$ cat src/rtl/ext_mem_host_ctrl_if.sv
`default_nettype none
// ============================================================================
//  Module   : ext_mem_host_ctrl_if
//  Purpose  : Host-side stream bundle for ext_mem_host_ctrl: the command
//             handshake, abort, load/dump data streams and status pulses.
//  Revision : 1.0  initial release
// ============================================================================
interface ext_mem_host_ctrl_if;
  logic        cmd_valid;
  logic        cmd_ready;
  logic [1:0]  cmd_op;
  logic [31:0] cmd_len;
  logic        abort;
  logic        wr_valid;
  logic        wr_ready;
  logic [63:0] wr_data;
  logic        rd_valid;
  logic        rd_ready;
  logic [63:0] rd_data;
  logic        busy;
  logic        done;
  logic        err;

  // Host / test stream side
  modport master (
    output cmd_valid, cmd_op, cmd_len, abort, wr_valid, wr_data, rd_ready,
    input  cmd_ready, wr_ready, rd_valid, rd_data, busy, done, err
  );

  // Sequencer side
  modport slave (
    input  cmd_valid, cmd_op, cmd_len, abort, wr_valid, wr_data, rd_ready,
    output cmd_ready, wr_ready, rd_valid, rd_data, busy, done, err
  );
endinterface
`default_nettype wire

$ cat src/rtl/ext_mem_host_ctrl.sv
`default_nettype none
// ============================================================================
//  Module   : ext_mem_host_ctrl
//  Purpose  : Host sequencer for the CPU external SRAM ports: loads
//             instruction/data memory, runs the CPU for N cycles and dumps
//             data memory back to the host stream.
//  Revision : 1.0  initial release
// ============================================================================
module ext_mem_host_ctrl #(
  parameter int IMEM_WORDS = 128,
  parameter int DMEM_WORDS = 128
) (
  input  wire logic              clk,
  input  wire logic              arst_n,
  ext_mem_host_ctrl_if.slave     host,
  output logic        [63:0]     addr_ext,
  output logic                   wen_ext,
  output logic                   ren_ext,
  output logic        [31:0]     wdata_ext,
  output logic        [63:0]     addr_ext_2,
  output logic                   wen_ext_2,
  output logic                   ren_ext_2,
  output logic        [63:0]     wdata_ext_2,
  input  wire logic   [63:0]     rdata_ext_2,
  output logic                   cpu_enable
);

  localparam logic [1:0]  c_op_load_i  = 2'b00;
  localparam logic [1:0]  c_op_load_d  = 2'b01;
  localparam logic [1:0]  c_op_run     = 2'b10;
  localparam logic [1:0]  c_op_dump_d  = 2'b11;
  localparam logic [31:0] c_imem_depth = 32'(IMEM_WORDS);
  localparam logic [31:0] c_dmem_depth = 32'(DMEM_WORDS);

  typedef enum logic [2:0] {
    S_IDLE    = 3'd0,
    S_LOAD    = 3'd1,
    S_RD_REQ  = 3'd2,
    S_RD_WAIT = 3'd3,
    S_RD_OUT  = 3'd4,
    S_RUN     = 3'd5,
    S_FIN     = 3'd6
  } state_t;

  state_t      r_state;
  logic [1:0]  r_op;
  logic [31:0] r_len;
  logic [31:0] r_idx;
  logic [31:0] r_cnt;
  logic        r_fin_wait;   // loads hold FIN one extra cycle so done trails the last write
  logic [63:0] r_rd_data;
  logic        r_busy;
  logic        r_done;
  logic        r_err;

  logic [31:0] w_depth;
  logic [31:0] w_idx_inc;
  logic        w_idx_last;
  logic        w_cnt_last;

  assign w_depth    = (host.cmd_op == c_op_load_i) ? c_imem_depth : c_dmem_depth;
  assign w_idx_inc  = r_idx + 32'd1;
  assign w_idx_last = (r_idx == r_len - 32'd1);
  assign w_cnt_last = (r_cnt == r_len - 32'd1);

  // Handshake readiness decodes straight from state; everything else is registered
  assign host.cmd_ready = (r_state == S_IDLE);
  assign host.wr_ready  = (r_state == S_LOAD);
  assign host.rd_valid  = (r_state == S_RD_OUT);
  assign host.rd_data   = r_rd_data;
  assign host.busy      = r_busy;
  assign host.done      = r_done;
  assign host.err       = r_err;

  // Instruction memory is write-only from the host side
  assign ren_ext = 1'b0;

  // Sequencer FSM with registered memory strobes, status and CPU enable
  always_ff @(posedge clk) begin
    if (!arst_n) begin
      r_state     <= S_IDLE;
      r_op        <= 2'b00;
      r_len       <= 32'd0;
      r_idx       <= 32'd0;
      r_cnt       <= 32'd0;
      r_fin_wait  <= 1'b0;
      r_rd_data   <= 64'd0;
      r_busy      <= 1'b0;
      r_done      <= 1'b0;
      r_err       <= 1'b0;
      addr_ext    <= 64'd0;
      wen_ext     <= 1'b0;
      wdata_ext   <= 32'd0;
      addr_ext_2  <= 64'd0;
      wen_ext_2   <= 1'b0;
      ren_ext_2   <= 1'b0;
      wdata_ext_2 <= 64'd0;
      cpu_enable  <= 1'b0;
    end else begin
      wen_ext   <= 1'b0;
      wen_ext_2 <= 1'b0;
      ren_ext_2 <= 1'b0;
      r_done    <= 1'b0;
      r_err     <= 1'b0;
      if (host.abort && (r_state != S_IDLE)) begin
        r_state    <= S_IDLE;
        r_fin_wait <= 1'b0;
        r_busy     <= 1'b0;
        cpu_enable <= 1'b0;
      end else begin
        case (r_state)
          S_IDLE: begin
            if (host.cmd_valid) begin
              r_op       <= host.cmd_op;
              r_len      <= host.cmd_len;
              r_idx      <= 32'd0;
              r_cnt      <= 32'd0;
              r_fin_wait <= 1'b0;
              r_busy     <= 1'b1;
              if (host.cmd_len == 32'd0) begin
                r_state <= S_FIN;
                r_done  <= 1'b1;
              end else if ((host.cmd_op != c_op_run) && (host.cmd_len > w_depth)) begin
                r_state <= S_FIN;
                r_done  <= 1'b1;
                r_err   <= 1'b1;
              end else begin
                case (host.cmd_op)
                  c_op_load_i, c_op_load_d: r_state <= S_LOAD;
                  c_op_dump_d: begin
                    r_state    <= S_RD_REQ;
                    ren_ext_2  <= 1'b1;
                    addr_ext_2 <= 64'd0;
                  end
                  default: begin
                    r_state    <= S_RUN;
                    cpu_enable <= 1'b1;
                  end
                endcase
              end
            end
          end
          S_LOAD: begin
            if (host.wr_valid) begin
              if (r_op == c_op_load_i) begin
                wen_ext   <= 1'b1;
                addr_ext  <= {30'd0, r_idx, 2'b00};
                wdata_ext <= host.wr_data[31:0];
              end else begin
                wen_ext_2   <= 1'b1;
                addr_ext_2  <= {29'd0, r_idx, 3'b000};
                wdata_ext_2 <= host.wr_data;
              end
              r_idx <= w_idx_inc;
              if (w_idx_last) begin
                r_state    <= S_FIN;
                r_fin_wait <= 1'b1;
              end
            end
          end
          S_RD_REQ: r_state <= S_RD_WAIT;
          S_RD_WAIT: begin
            r_rd_data <= rdata_ext_2;
            r_state   <= S_RD_OUT;
          end
          S_RD_OUT: begin
            if (host.rd_ready) begin
              r_idx <= w_idx_inc;
              if (w_idx_last) begin
                r_state <= S_FIN;
                r_done  <= 1'b1;
              end else begin
                r_state    <= S_RD_REQ;
                ren_ext_2  <= 1'b1;
                addr_ext_2 <= {29'd0, w_idx_inc, 3'b000};
              end
            end
          end
          S_RUN: begin
            r_cnt <= r_cnt + 32'd1;
            if (w_cnt_last) begin
              r_state    <= S_FIN;
              cpu_enable <= 1'b0;
              r_done     <= 1'b1;
            end
          end
          S_FIN: begin
            if (r_fin_wait) begin
              r_fin_wait <= 1'b0;
              r_done     <= 1'b1;
            end else begin
              r_state <= S_IDLE;
              r_busy  <= 1'b0;
            end
          end
          default: begin
            r_state <= S_IDLE;
            r_busy  <= 1'b0;
          end
        endcase
      end
    end
  end

endmodule
`default_nettype wire

$ cat src/flat_wrapper.sv
// flat-port wrapper written by rule: the top's interface ports become plain ports
module ext_mem_host_ctrl_flat 
#(
  parameter int IMEM_WORDS = 128,
  parameter int DMEM_WORDS = 128
)
  (clk, arst_n, addr_ext, wen_ext, ren_ext, wdata_ext, addr_ext_2, wen_ext_2, ren_ext_2, wdata_ext_2, rdata_ext_2, cpu_enable, host_cmd_valid, host_cmd_op, host_cmd_len, host_abort, host_wr_valid, host_wr_data, host_rd_ready, host_cmd_ready, host_wr_ready, host_rd_valid, host_rd_data, host_busy, host_done, host_err);
  ext_mem_host_ctrl_if host_i ();
  input  wire logic clk;
  input  wire logic arst_n;
  output logic        [63:0] addr_ext;
  output logic wen_ext;
  output logic ren_ext;
  output logic        [31:0] wdata_ext;
  output logic        [63:0] addr_ext_2;
  output logic wen_ext_2;
  output logic ren_ext_2;
  output logic        [63:0] wdata_ext_2;
  input  wire logic   [63:0] rdata_ext_2;
  output logic cpu_enable;
  input wire logic [$bits(host_i.cmd_valid)-1:0] host_cmd_valid;
  input wire logic [$bits(host_i.cmd_op)-1:0] host_cmd_op;
  input wire logic [$bits(host_i.cmd_len)-1:0] host_cmd_len;
  input wire logic [$bits(host_i.abort)-1:0] host_abort;
  input wire logic [$bits(host_i.wr_valid)-1:0] host_wr_valid;
  input wire logic [$bits(host_i.wr_data)-1:0] host_wr_data;
  input wire logic [$bits(host_i.rd_ready)-1:0] host_rd_ready;
  output wire logic [$bits(host_i.cmd_ready)-1:0] host_cmd_ready;
  output wire logic [$bits(host_i.wr_ready)-1:0] host_wr_ready;
  output wire logic [$bits(host_i.rd_valid)-1:0] host_rd_valid;
  output wire logic [$bits(host_i.rd_data)-1:0] host_rd_data;
  output wire logic [$bits(host_i.busy)-1:0] host_busy;
  output wire logic [$bits(host_i.done)-1:0] host_done;
  output wire logic [$bits(host_i.err)-1:0] host_err;
  assign host_i.cmd_valid = host_cmd_valid;
  assign host_i.cmd_op = host_cmd_op;
  assign host_i.cmd_len = host_cmd_len;
  assign host_i.abort = host_abort;
  assign host_i.wr_valid = host_wr_valid;
  assign host_i.wr_data = host_wr_data;
  assign host_i.rd_ready = host_rd_ready;
  assign host_cmd_ready = host_i.cmd_ready;
  assign host_wr_ready = host_i.wr_ready;
  assign host_rd_valid = host_i.rd_valid;
  assign host_rd_data = host_i.rd_data;
  assign host_busy = host_i.busy;
  assign host_done = host_i.done;
  assign host_err = host_i.err;
  ext_mem_host_ctrl #(.IMEM_WORDS(IMEM_WORDS), .DMEM_WORDS(DMEM_WORDS)) u_core (.clk(clk), .arst_n(arst_n), .host(host_i), .addr_ext(addr_ext), .wen_ext(wen_ext), .ren_ext(ren_ext), .wdata_ext(wdata_ext), .addr_ext_2(addr_ext_2), .wen_ext_2(wen_ext_2), .ren_ext_2(ren_ext_2), .wdata_ext_2(wdata_ext_2), .rdata_ext_2(rdata_ext_2), .cpu_enable(cpu_enable));
endmodule
$ cat config.mk
export PLATFORM = sky130hd
export DESIGN_NAME = ext_mem_host_ctrl_flat
export DESIGN_NICKNAME = d
export VERILOG_FILES = /design/src/rtl/ext_mem_host_ctrl_if.sv /design/src/rtl/ext_mem_host_ctrl.sv /design/src/flat_wrapper.sv
export SDC_FILE = /design/constraint.sdc
export NUM_CORES = 1
export LEC_CHECK = 0
export CORE_MARGIN = 1.5
export CORE_UTILIZATION = 44
export DETAILED_ROUTE_END_ITERATION = 6
export PLACE_DENSITY_LB_ADDON = 0.2
export RECOVER_POWER = 50
export SYNTH_ARGS = -nofsm -noshare
export SYNTH_HDL_FRONTEND = slang
export SYNTH_SLANG_ARGS = --single-unit
$ cat constraint.sdc
create_clock -name clk -period 3.5 [get_ports clk]
set_input_delay 1.05 -clock clk [delete_from_list [all_inputs] [get_ports clk]]
set_output_delay 1.05 -clock clk [all_outputs]
set_load 0.01 [all_outputs]
==> results by group, run 1 <==
Layout
  • Final Non-Filler Cells: 3,136
  • Layout cells sized above 1: 9.79%
  • # nets final: 2,768
  • Highest-count cells in the layout ignoring fill and taps: nand2_1, clkdlybuf4s50_1, dfxtp_1, a21boi_0, buf_4
  • Fill count: 3,407
  • Commonest non-fill, non-tap cell in the layout: nand2_1
  • Synth-to-Final Area Change: 37.0%

Worst setup path
  • R2r setup slk: 90 ps
  • Critical Path Source: u_core.r_len[13]
  • Highest net fanout along the worst path: 16
  • Critical R2R Launch: u_core.r_len[13]
  • WP data arrival: 3900 ps
  • Endpoint type of the worst setup path: flop
  • Setup CP Type: flop to flop
  • CP required: 3980 ps
  • CP Launch Type: flop
  • Worst R2R Path Depth: 10

Floorplanning
  • Starting Density: 44.9%
  • Chip Width: 200 um
  • Die Ht: 200 um
  • FP Rows: 71
  • I/O pin count: 467
  • Die ar.: 0.0399 mm^2
  • Core Box Area: 0.0379 mm^2

Synth
  • Warnings, synthesis: 0
  • Synthesized area per cell: 7.79 um^2
  • FFs w/ async S/R, synth: 0%
  • EDFF count, synth: 0
  • Ys flop type: dfxtp_1
  • Register bit total from synthesis: 333
  • Synth cell types: 83
  • Synthesized area: 0.0170 mm^2
  • Sequential area share after synthesis: 39.1%
  • Synth Instances: 2,187

CTS
  • Clock Pin Slew Worst Setup and Hold Paths: 60 ps
  • CTS buffer count: 38
  • H-tree depth: 2
  • Clock sinks: 333
  • CTS tree: yes
  • Clock root buffer: clkbuf_16
  • Hold buffer count at CTS: 0
  • Clk Latency, worst-skew pair: 560 ps
  • Deepest clock path buffer count: 3

Placement
  • GP Congestion: 0.944
  • Dpl cells: 3,066
  • Dpl hpwl: 42.8 mm
  • IO Port Bufs: 401

GRT
  • Vias in the first global route: 15,600
  • Overflow left after global routing: 0
  • Largest net degree at the start of global routing: 144
  • Total track usage: 28.0%
  • Initial antenna violation count: 2
  • Global-route wire length before repair: 87.6 mm

Hold path
  • Min-Delay Path Class: flop to flop
  • Hold path start: u_core.addr_ext_2[22]
  • Number of cells on the worst hold path: 2

Timing
  • Skew final: 18.8 ps
  • Worst Max-Slew Pin Slew: 751 ps
  • Fin crit period: 3410 ps
  • Setup-failing EPs final: 0
  • Pins Over Slew Limit: 0
  • Max-slew headroom: 50.0%
  • Period utilisation layout: 97.5%
  • Final Hold Viols: 0
  • RSZ-0062 raised after global routing: yes
  • Fmax: 293 MHz

Job
  • Max Cap Viol: 0

Detailed routing
  • Routed vias/inst: 5.35
  • WL per Instance: 18.5 um
  • DRC: 0
  • Routed vias: 16,800
  • First drt pass iteration count: 5
  • DR iter-0 viols: 1,290
  • Antenna viol nets, final: 0
  • Routed WL: 57.9 mm

Power
  • VDD IR max: 0.461 mV
  • Overall power: 13.3 mW
  • Leak: 8.45 nW
  • Pwr per Cell Area: 568 mW/mm^2

Status
  • Outcome: finished, final reports clean
[routing by layer]
layer  vias to the layer above  track usage [%]  wire length, um
li1                       8103                -                -
met1                      7869             37.2            24500
met2                       693             44.3            26500
met3                       121             6.50             4970
met4                         4             10.2             1950
met5                         -                0               27
[area by class of cell]
class	instances	area [um^2]	share of cell area, %
Antenna cell	1	2.50	0.0107
Clock buffer	55	1140	4.87
Clock inverter	12	135	0.579
Inverter	16	60.1	0.257
Multi-Input combinational cell	1653	9420	40.4
Sequential cell	333	6670	28.6
Tap cell	511	639	2.74
Timing Repair Buffer	555	5280	22.6
[state kept, by name, indices dropped and copies added (netlist names), 2 cells and up]
name                 flops
u_core.host.rd_data     64
u_core.wdata_ext_2      64
u_core.addr_ext         32
u_core.addr_ext_2       32
u_core.r_cnt            32
u_core.r_idx            32
u_core.r_len            32
u_core.wdata_ext        32
u_core.r_state           3
u_core.r_op              2
[cells by family after synthesis]
kind of cell / after synthesis / synth area share [%]
buffers and inverters: 265 / 7.84
multiplexers: 36 / 2.12
adder cells (fa/ha/maj): 5 / 0.338
other: 1 / 0.0220
AO/OA/AOI/OAI: 483 / 19.5
XOR/XNOR: 94 / 4.91
AND/OR/NAND/NOR: 970 / 26.2
flip-flops: 333 / 39.1
[stage by stage]
stage | setup TNS, ps | area (um^2) | hold WS, ps | utilization, % | setup WS [ps]
6_report | 0 | 23300 | 458 | 61.5 | 87.5
5_1_grt | -89.3 | 23300 | 478 | 61.5 | -76.9
4_1_cts | 0 | 23200 | 460 | 61.3 | 78.5
3_5_place_dp | -14810 | 21900 | 452 | 57.8 | -482
3_3_place_gp | -14030 | 21900 | 446 | 57.8 | -440
2_1_floorplan | 0 | 17300 | 443 | - | 63.4
[path summary, 6_finish.rpt]
kind	end
hold / removal	u_core.addr_ext_2[22]
setup reg to reg	u_core.addr_ext_2[15]
hold reg to reg	u_core.addr_ext_2[22]
setup / recovery	u_core.addr_ext_2[15]
[power by group]
part / total, mW / internal, mW / leakage (nW) / switching (mW)
Combinational: 5.04 / 2.17 / 5.14 / 2.86
Clock: 4.02 / 2.41 / 0.630 / 1.61
Sequential: 4.20 / 3.96 / 2.69 / 0.241
[synth_stat cells, types with 4 or more instances]
master	number	area (um^2)
nand3_1	57	285
nor2b_1	28	175
o22ai_1	4	25.0
xor2_1	41	359
or4_1	5	37.5
nor4_1	21	131
a31oi_1	6	37.5
and2_1	12	75.1
buf_2	12	60.1
nor3b_1	4	30.0
o21a_1	5	37.5
a21o_1	10	75.1
buf_6	4	45.0
clkbuf_1	152	571
and4_1	8	70.1
xnor2_1	52	455
buf_4	66	495
nand4b_1	4	35.0
dfxtp_1	333	6670
nand2b_1	22	138
buf_1	12	45.0
a2bb2oi_1	4	35.0
nor3_1	48	240
mux2i_1	35	350
o21ai_0	59	295
a22oi_1	5	37.5
o211ai_1	18	135
or3_1	15	93.8
a21boi_0	233	1750
a211oi_1	5	37.5
nand2_1	572	2150
inv_1	14	52.6
and3_1	36	225
nor2_1	89	334
nand4_1	26	163
a21oi_1	96	480
[what timing repair did]
action / 4_1_cts / 5_1_grt
setup endpoints to repair: 23 / 39
endpoints found under the hold margin: 0 / 0
resized for setup: 4 / 14
setup buffers: 0 / 1
gates cloned: 1 / 0
pin swaps: 1 / 2
[critical path, stage by stage (launching register included)]
cell and delay [ps]:
dfxtp_1 380, or4_1 590, nor3_1 580, o211ai_1 180, a22oi_1 230, nand4_1 160
a2111o_1 360, nor4_4 220, a21bo_4 240, buf_12 190, mux2i_1 200
Note: power is estimated with default switching activity, not from simulation.
==> run 2: changes to the inputs <==
--- a/config.mk
+++ b/config.mk
@@ -8,6 +8,7 @@
 export CORE_MARGIN = 1.5
 export CORE_UTILIZATION = 44
 export DETAILED_ROUTE_END_ITERATION = 6
+export GPL_ROUTABILITY_DRIVEN = 0
 export PLACE_DENSITY_LB_ADDON = 0.2
 export RECOVER_POWER = 50
 export SYNTH_ARGS = -nofsm -noshare
==> run 2 against run 1 <==
  * The flow now finishes with violations (max-capacitance violations, max-slew violations)
  * Die area stayed put
  * Non-clock buffer count stayed put
  * Critical path depth is 6 lower
  * Cell area is 0.25% higher
  * Register-to-register slack better by 80 ps
  * Sequential power hardly changed
  * Clock-buffer cell count stayed put
  * Clock skew is 5.6 ps higher
  * Wire length is 1.8% lower
  * Power is 0.97% higher
  * Critical path type is now flop to primary output
  * Critical endpoint is now host_wr_ready
==> results by group, run 2 (synthesis gave the netlist of run 1 again) <==
GRT
  • Total track usage: 27.0% (-1.0 points)
  • Global-route wire length before repair: 85.0 mm (-3.0%)
  • Vias in the first global route: 15,400 (-1.4%)
  • Largest net degree at the start of global routing: 93 (-35%)
  • Initial antenna violation count: 2 (unchanged)
  • Overflow left after global routing: 0 (unchanged)

Placement
  • Dpl ws: -585 ps (-103 ps)
  • IO Port Bufs: 401 (unchanged)
  • Dpl hpwl: 41.8 mm (-2.4%)

Timing
  • Final Hold Viols: 0 (unchanged)
  • Final WS setup: 147 ps (+60.0 ps)
  • Pins Over Slew Limit: 36 (+36)
  • Fin crit period: 3350 ps (-60.0 ps)
  • Worst Max-Slew Pin Slew: 1610 ps (+855 ps)
  • Period utilisation layout: 95.8% (-1.7 points)
  • Skew final: 24.4 ps (+5.61 ps)
  • Fmax: 298 MHz (+1.8%)
  • Max-slew headroom: -7.06% (-57 points)
  • Setup_tns: 0 ps (unchanged)
  • Setup-failing EPs final: 0 (unchanged)

Worst setup path
  • Critical R2R Launch: u_core.r_len[7]
  • CP max-delay cell: dfxtp_1
  • Worst R2R Path Depth: 12 (+2)
  • Worst Path Buf+Inv: 3 (+2)
  • Top Family by Delay on Critical Path: buffers and inverters
  • R2r setup slk: 170 ps (+80 ps)
  • Crit-path cells: clkinv_1, nand2b_1, inv_1, clkdlybuf4s50_1
  • Setup CP Type: flop to primary output
  • Highest net fanout along the worst path: 10 (-6)
  • Critical Path Source: u_core.r_state[1]
  • CP Launch Type: flop
  • Max incr delay on CP: 540 ps (-50 ps)
  • WP data arrival: 2300 ps (-1600 ps)
  • CP Depth: 4 (-6)
  • Endpoint type of the worst setup path: primary output
  • CP required: 2450 ps (-1530 ps)

Detailed routing
  • Routed vias: 16,800 (-0.10%)
  • DRC: 0 (unchanged)
  • DR iter-0 viols: 1,284 (-0.47%)
  • Routed WL: 56.9 mm (-1.8%)
  • Antenna viol nets, final: 0 (unchanged)
  • WL per Instance: 18.1 um (-1.9%)
  • First drt pass iteration count: 7 (+2)
  • Routed vias/inst: 5.34 (-0.23%)

Hold path
  • Min-Delay Path Class: flop to flop
  • Hold path start: u_core.addr_ext_2[20]
  • Number of cells on the worst hold path: 2 (unchanged)

CTS
  • Hold buffer count at CTS: 0 (unchanged)
  • CTS tree: yes
  • Clock root buffer: clkbuf_16
  • Deepest clock path buffer count: 3 (unchanged)
  • Clk Latency, worst-skew pair: 570 ps (about the same)
  • Clock Pin Slew Worst Setup and Hold Paths: 60 ps (about the same)
  • H-tree depth: 2 (unchanged)
  • CTS buffer count: 39 (+2.6%)
  • Clock sinks: 333 (unchanged)

Floorplanning
  • Core Box Area: 0.0379 mm^2 (unchanged)
  • Die Ht: 200 um (unchanged)
  • I/O pin count: 467 (unchanged)
  • Chip Width: 200 um (unchanged)
  • Die ar.: 0.0399 mm^2 (unchanged)
  • Starting Density: 44.9% (unchanged)
  • FP Rows: 71 (unchanged)

Power
  • Pwr per Cell Area: 572 mW/mm^2 (+0.72%)
  • Internal power: 8.67 mW (+1.4%)
  • Comb pwr share: 36.7% (-1.3 points)
  • Seq pwr share: 31.5% (-0.2 points)
  • VDD IR max: 0.333 mV (-28%)
  • Switching Power: 4.72 mW (+0.13%)
  • Leak: 9.10 nW (+7.7%)
  • Clock network power share: 31.9% (+1.6 points)
  • Overall power: 13.4 mW (+0.97%)
  • Sw Ratio: 35.3% (-0.30 points)

Layout
  • Commonest non-fill, non-tap cell in the layout: nand2_1
  • Layout cells sized above 1: 9.78% (-0.015 points)
  • Synth-to-Final Area Change: 37.4%
  • Final core utilization: 61.7% (+0.15 points)
  • Highest-count cells in the layout ignoring fill and taps: nand2_1, dfxtp_1, a21boi_0, clkdlybuf4s50_1, dlygate4sd3_1
  • # nets final: 2,769 (+0.036%)

Job
  • Max Cap Viol: 1 (+1)

Status
  • Violated checks: max-capacitance violations, max-slew violations
  • Outcome: complete, but fails checks
-- run 2: routing by layer --
metal | vias to the layer above | GRT usage (%) | share of wire, %
li1 | 8124 | - | -
met3 | 110 | 5.07 | 8.7
met2 | 703 | 43.5 | 46
met1 | 7834 | 35.6 | 41
met4 | 2 | 10.4 | 3.6
met5 | - | 0 | 0.023
-- run 2: worst min-delay path, stage by stage (launching register included) --
cell	delay, ps
dfxtp_1	300
nand2_1	50
mux2i_1	50
-- run 2: per-stage QoR --
step	instances	hold WS, ps	instance area (um^2)
3_5_place_dp	3063	453	21900
5_1_grt	3140	469	23400
6_report	3140	455	23400
3_3_place_gp	3063	446	21900
4_1_cts	3134	460	23300
2_1_floorplan	2251	443	17300
-- run 2: area by class of cell --
cell class	instances	area (um^2)
multi-input combinational	1653	9430
clock buffer	55	1150
timing repair buffer	555	5250
tap	511	639
antenna	1	2.50
sequential	333	6670
inverter	16	60.1
clock inverter	16	206
fill	3417	14500
-- run 2: power by group through the flow --
stage	logic (mW)	clock network, mW	registers (mW)
2_1_floorplan	3.17	0	4.14
3_3_place_gp	4.60	0	4.26
3_5_place_dp	4.67	0	4.27
4_1_cts	4.70	4.36	4.19
5_1_grt	5.28	4.51	4.24
6_report	4.91	4.27	4.21
-- run 2: final timing paths --
check / end
setup / recovery: host_wr_ready
hold / removal: u_core.addr_ext_2[20]
setup reg to reg: u_core.addr_ext_2[5]
hold reg to reg: u_core.addr_ext_2[20]
-- run 2: what timing repair did --
action,CTS,global route
cloned,0,1
endpoints found under the hold margin,0,0
pin swaps,0,4
setup endpoints to repair,1,40
resized for setup,1,18
setup buffers,0,4
